$ cat src/rtl/prog_ram_arbiter.sv
// rtl/prog_ram_arbiter.sv - single RAM port arbiter between 6502 CPU and UART program loader
module prog_ram_arbiter #(
    parameter int ADDR_W       = 16,
    parameter int DATA_W       = 8,
    parameter int RESET_CYCLES = 8
) (
    input  logic              clk_ram,
    input  logic              reset,
    input  logic [ADDR_W-1:0] ld_waddr,
    input  logic [DATA_W-1:0] ld_wdata,
    input  logic              ld_write_en,
    input  logic              ld_ask_for_ram,
    input  logic              ld_end_of_data,
    input  logic [ADDR_W-1:0] cpu_addr,
    input  logic [DATA_W-1:0] cpu_dout,
    input  logic              cpu_we,
    output logic [DATA_W-1:0] cpu_din,
    output logic              cpu_rdy,
    output logic              cpu_reset,
    output logic [ADDR_W-1:0] ram_addr,
    output logic [DATA_W-1:0] ram_wdata,
    output logic              ram_we,
    input  logic [DATA_W-1:0] ram_rdata,
    output logic              ld_busy,
    output logic [15:0]       ld_count,
    output logic              proto_err
);

    localparam int CNT_W = $clog2(RESET_CYCLES);

    typedef enum logic [1:0] {
        ST_RUN      = 2'd0,
        ST_HALT_REQ = 2'd1,
        ST_LOAD     = 2'd2,
        ST_REBOOT   = 2'd3
    } state_t;

    state_t             state_q, state_d;
    logic               cpu_rdy_q, cpu_rdy_d;
    logic               cpu_reset_q, cpu_reset_d;
    logic [15:0]        ld_count_q, ld_count_d;
    logic               proto_err_q, proto_err_d;
    logic [CNT_W-1:0]   reboot_cnt_q, reboot_cnt_d;

    always_ff @(posedge clk_ram or negedge reset) begin
        if (!reset) begin
            state_q      <= ST_RUN;
            cpu_rdy_q    <= 1'b1;
            cpu_reset_q  <= 1'b0;
            ld_count_q   <= 16'd0;
            proto_err_q  <= 1'b0;
            reboot_cnt_q <= '0;
        end else begin
            state_q      <= state_d;
            cpu_rdy_q    <= cpu_rdy_d;
            cpu_reset_q  <= cpu_reset_d;
            ld_count_q   <= ld_count_d;
            proto_err_q  <= proto_err_d;
            reboot_cnt_q <= reboot_cnt_d;
        end
    end

    always_comb begin
        state_d      = state_q;
        reboot_cnt_d = reboot_cnt_q;
        ld_count_d   = ld_count_q;
        // A loader write outside LOAD is dropped at the mux and latched as an error.
        proto_err_d  = proto_err_q | (ld_write_en && (state_q != ST_LOAD));

        case (state_q)
            ST_RUN: begin
                if (ld_ask_for_ram) begin
                    state_d    = ST_HALT_REQ;
                    ld_count_d = 16'd0;
                end
            end
            ST_HALT_REQ: begin
                // RDY is ignored by the 6502 on write cycles, so wait for a read cycle.
                if (!ld_ask_for_ram) begin
                    state_d = ST_RUN;
                end else if (!cpu_we) begin
                    state_d = ST_LOAD;
                end
            end
            ST_LOAD: begin
                if (ld_write_en && (ld_count_q != 16'hFFFF)) begin
                    ld_count_d = ld_count_q + 16'd1;
                end
                if (ld_end_of_data) begin
                    state_d      = ST_REBOOT;
                    reboot_cnt_d = CNT_W'(RESET_CYCLES - 1);
                end else if (!ld_ask_for_ram) begin
                    state_d = ST_RUN;
                end
            end
            ST_REBOOT: begin
                if (reboot_cnt_q == '0) begin
                    state_d = ld_ask_for_ram ? ST_HALT_REQ : ST_RUN;
                end else begin
                    reboot_cnt_d = reboot_cnt_q - CNT_W'(1);
                end
            end
            default: begin
                state_d = ST_RUN;
            end
        endcase

        cpu_rdy_d   = !((state_d == ST_HALT_REQ) || (state_d == ST_LOAD));
        cpu_reset_d = (state_d == ST_REBOOT);
    end

    always_comb begin
        ram_addr  = cpu_addr;
        ram_wdata = cpu_dout;
        ram_we    = cpu_we;
        case (state_q)
            ST_LOAD: begin
                ram_addr  = ld_waddr;
                ram_wdata = ld_wdata;
                ram_we    = ld_write_en;
            end
            ST_REBOOT: begin
                ram_we = 1'b0;
            end
            default: begin
                ram_we = cpu_we;
            end
        endcase
    end

    assign cpu_din   = ram_rdata;
    assign cpu_rdy   = cpu_rdy_q;
    assign cpu_reset = cpu_reset_q;
    assign ld_busy   = (state_q != ST_RUN);
    assign ld_count  = ld_count_q;
    assign proto_err = proto_err_q;

endmodule

$ cat config.mk
export PLATFORM = sky130hd
export DESIGN_NAME = prog_ram_arbiter
export DESIGN_NICKNAME = d
export VERILOG_FILES = /design/src/rtl/prog_ram_arbiter.sv
export SDC_FILE = /design/constraint.sdc
export NUM_CORES = 1
export LEC_CHECK = 0
export CORE_UTILIZATION = 33
export DETAILED_ROUTE_END_ITERATION = 10
export PLACE_DENSITY = 0.75
export SYNTH_ARGS = -nofsm -noshare
export SYNTH_HDL_FRONTEND = slang
export SYNTH_SLANG_ARGS = --single-unit
$ cat constraint.sdc
create_clock -name clk_ram -period 2.1 [get_ports clk_ram]
set_input_delay 0.21 -clock clk_ram [delete_from_list [all_inputs] [get_ports clk_ram]]
set_output_delay 0.21 -clock clk_ram [all_outputs]
set_load 0.01 [all_outputs]
==> results by group, run 1 <==
Route
  – DR vias: about 2100
  – DRC Markers: 0
  – Final wirelength: 5.215 mm
  – Routed WL per cell: about 13 microns
  – Via density: 5.152
  – Detailed Routing Iterations Pass 1: 4
  – DR iter-0 viols: around 180
  – Antenna-violating nets left: 0

Setup path
  – Worst r2r dst: ld_count[8]
  – FF-to-FF setup slack: between 0.1 and 0.15 ns
  – Worst-path fanout max: 19
  – Startpoint types: flip-flop
  – Worst setup EP type: primary output
  – Worst EP required: about 1.9 ns
  – Worst R2R Start: ld_count[1]
  – Critical Path AT: about 1.8 ns
  – Worst reg-to-reg path cell count: 5
  – Crit Path Category: flip-flop to primary output

Finish
  – FILL cells: a little under 500
  – Synthesis-to-layout area growth: 63.88%
  – Post-route cell area: between 2000 and 3000 sq um
  – Total area of sequential cells: between 600 and 700 sq um
  – Diode count: 0
  – NumNets Final: 399
  – Layout cell share with drive strength beyond 1: 0.07530
  – Multi-input logic area: 997.2 sq um

Global routing
  – Largest net degree at the start of global routing: 25
  – Vias in the first global route: roughly 1900
  – Gr usage total: 0.1936
  – Antenna violations before repair: 0
  – First-pass GRT wire length: approximately 8.4 mm
  – Grt ovf: 0

Timing
  – Worst rel slew slack: 0.4470
  – Final setup margin: roughly 0.093 ns
  – RSZ-0062 raised after global routing: no
  – Post-route setup TNS: 0 ns
  – Tcrit/Tclk final: 0.9558
  – Tmin final: roughly 2 ns
  – Slew @ Worst Pin: around 0.82 ns
  – Slew Limit Fails: 0
  – Clock Skew: between 0.0015 and 0.002 ns
  – Hold_ws: about 0.29 ns
  – Endpoints failing hold: 0
  – Final setup violating endpoints: 0
  – Fmax: 498.2 MHz

Job
  – Max Cap Viol: 0

Placed design
  – Port Buffer Count: 98
  – HPWL after detailed placement: about 4 mm
  – Pre-CTS WS: around 0.083 ns
  – Post-place instance area: between 2000 and 3000 sq um
  – RD Place Congestion: about 0.8

Synthesis
  – Syn_nets: 305
  – Count of flip-flops with a built-in enable after synthesis: 0
  – Mapped Avg Cell Area: a little over 7 sq um
  – Yosys warnings: 0
  – Top_reg_cell synth: dfrtp_1
  – Register area share after synthesis: 0.3460
  – Post-Syn Area: between 1500 and 2000 sq um
  – Synth Instances: between 200 and 250
  – Post-synth cell types: just over 40
  – Async SR Flop Fraction: 1.000
  – Yosys reg bits: 24

Floorplan
  – Die W: 74.60 microns
  – Number of top-level pins: ~120
  – DIE AREA: between 5000 and 6000 sq um
  – Die height: between 70 and 80 microns
  – CORE AREA: approximately 5100 sq um
  – Initial core utilization: 0.3427
  – Site row count: 26

CTS
  – Total CTS buffers: 3
  – Htree depth: 1
  – Clk_lat worst skew: about 0.27 ns
  – Post CTS Setup Buffer Count: 0
  – CTS Sinks: 24
  – CTS root buffer: clkbuf_8
  – Clock-pin slew on the worst setup and hold paths: ~0.09 ns
  – Longest Clk Path Bufs: 2
  – CTS tree: done

Pwr
  – Worst VDD drop: ~0.39 mV
  – Leak pwr: 1.218 nW
  – Overall power: about 2.2 mW
  – Power density over the cells: between 700 and 800 nW/um^2

Outcome
  – Status: finished, final reports clean

Min path
  – HP Class: input port to async pin
synthesized netlist by cell type, drive strengths merged, types with 7 or more instances:
| cell | count | share of area |
|---|---|---|
| buf | 12 | 0.050 |
| a21oi | 8 | 0.023 |
| a31oi | 12 | 0.043 |
| nand2 | 86 | 0.19 |
| dfrtp | 23 | 0.33 |
| inv | 10 | 0.022 |
| o211ai | 8 | 0.035 |
| nor2 | 10 | 0.022 |
| o21ai | 8 | 0.023 |
| nand4 | 10 | 0.036 |
| nand3 | 7 | 0.023 |
| clkbuf | 7 | 0.015 |
cell type report:
type / count / area share
well taps: 70 / 0.03073
clock buffers: 4 / 0.01932
inverters: 10 / 0.01317
repair buffers: 108 / 0.3745
flip-flops and latches: 24 / 0.2125
multi-input cells: 186 / 0.3499
per-layer routing:
layer | global-route usage | up-vias | share of wire
li1 | - | 1009 | -
met1 | 0.2700 | 961 | 0.43
met2 | 0.3173 | 97 | 0.50
met3 | 0.01762 | 4 | 0.062
met4 | 0.05870 | 0 | 0.0086
met5 | 0 | - | 0
critical path, stage by stage, from the launching register on:
cell	delay (ns)
dfrtp_2	0.43
inv_1	0.09
nand2_1	0.12
buf_6	0.20
nand2_1	0.08
nand2_1	0.07
clkdlybuf4s50_1	0.53
timing repair:
action / in CTS / in global routing
gates resized for setup: 1 / 7
pin swaps: 0 / 0
endpoints found under the setup margin: 5 / 33
hold buffers: 0 / 0
hold endpoints to repair: 0 / 0
cell usage in the layout (no fill, tap or decap), types with 2 or more instances in the layout:
cell              n
or3_1             2
buf_4             7
buf_6             3
nor4_1            2
a21boi_0          2
nand2_1          86
nor2_1           10
a21oi_1           8
a211oi_1          2
inv_1            10
clkdlybuf4s50_1  98
ha_1              3
a21o_1            2
o21a_1            3
o211ai_1          8
nor3_1            4
dfrtp_2           3
nand3_1           6
clkbuf_8          4
nand4_1          10
o21ai_0           7
dfrtp_1          20
a31oi_1          12
worst max-delay path by stage:
stage	startpoint	endpoint	slack, ns	cells after the start
2_1_floorplan	ld_count[0]	ld_count[5]	0.22	6
3_5_place_dp	ld_count[0]	ld_count[8]	0.08	5
3_3_place_gp	ld_count[0]	ld_count[8]	0.17	5
5_1_grt	state_q[0]	ram_addr[11]	0.004	6
4_1_cts	state_q[0]	ram_wdata[7]	0.04	6
6_report	state_q[0]	ram_addr[6]	0.09	6
through the flow:
| step | instances | util |
|---|---|---|
| 2_1_floorplan | 239 | - |
| 3_3_place_gp | 398 | 0.5464 |
| 3_5_place_dp | 398 | 0.5464 |
| 4_1_cts | 402 | 0.5574 |
| 5_1_grt | 402 | 0.5616 |
| 6_report | 402 | 0.5616 |
cells by family (layout without fill, tap and decap cells):
group	count (synthesis)	count (layout)	share of synthesized area
buffers and inverters	29	122	0.08633
adders and majority gates	4	4	0.02878
AOI/OAI and AO/OA	51	51	0.1942
muxes	1	1	0.005756
DFF	24	24	0.3460
and+or+nand+nor	130	130	0.3389
power by group:
part           internal, mW  leakage (nW)  total, mW  switching [mW]
sequential            0.540         0.311      0.618          0.0770
clock                 0.168        0.0288      0.329           0.161
combinational         0.655         0.878       1.29           0.632
sequential cells by signal, summed over array words and instances (netlist names):
name / count
ld_count: 16
cpu_rdy: 1
proto_err: 1
reboot_cnt_q: 3
cpu_reset: 1
state_q: 2
Power figures use the tool's default switching activity.
==> run 2, diff against run 1 <==
Settings changed: CTS_BUF_LIST from default to sky130_fd_sc_hd__clkbuf_4 sky130_fd_sc_hd__clkbuf_8, HOLD_SLACK_MARGIN from default to 0.1, SLEW_MARGIN from default to 20.
==> results of run 2 <==
No change in the layout: final DEF, timing and power equal those of run 1.
==> run 3, diff against run 2 <==
Settings changed: GPL_ROUTABILITY_DRIVEN from default to 0.
==> results of run 3 <==
No change in the layout: final DEF, timing and power equal those of run 1.
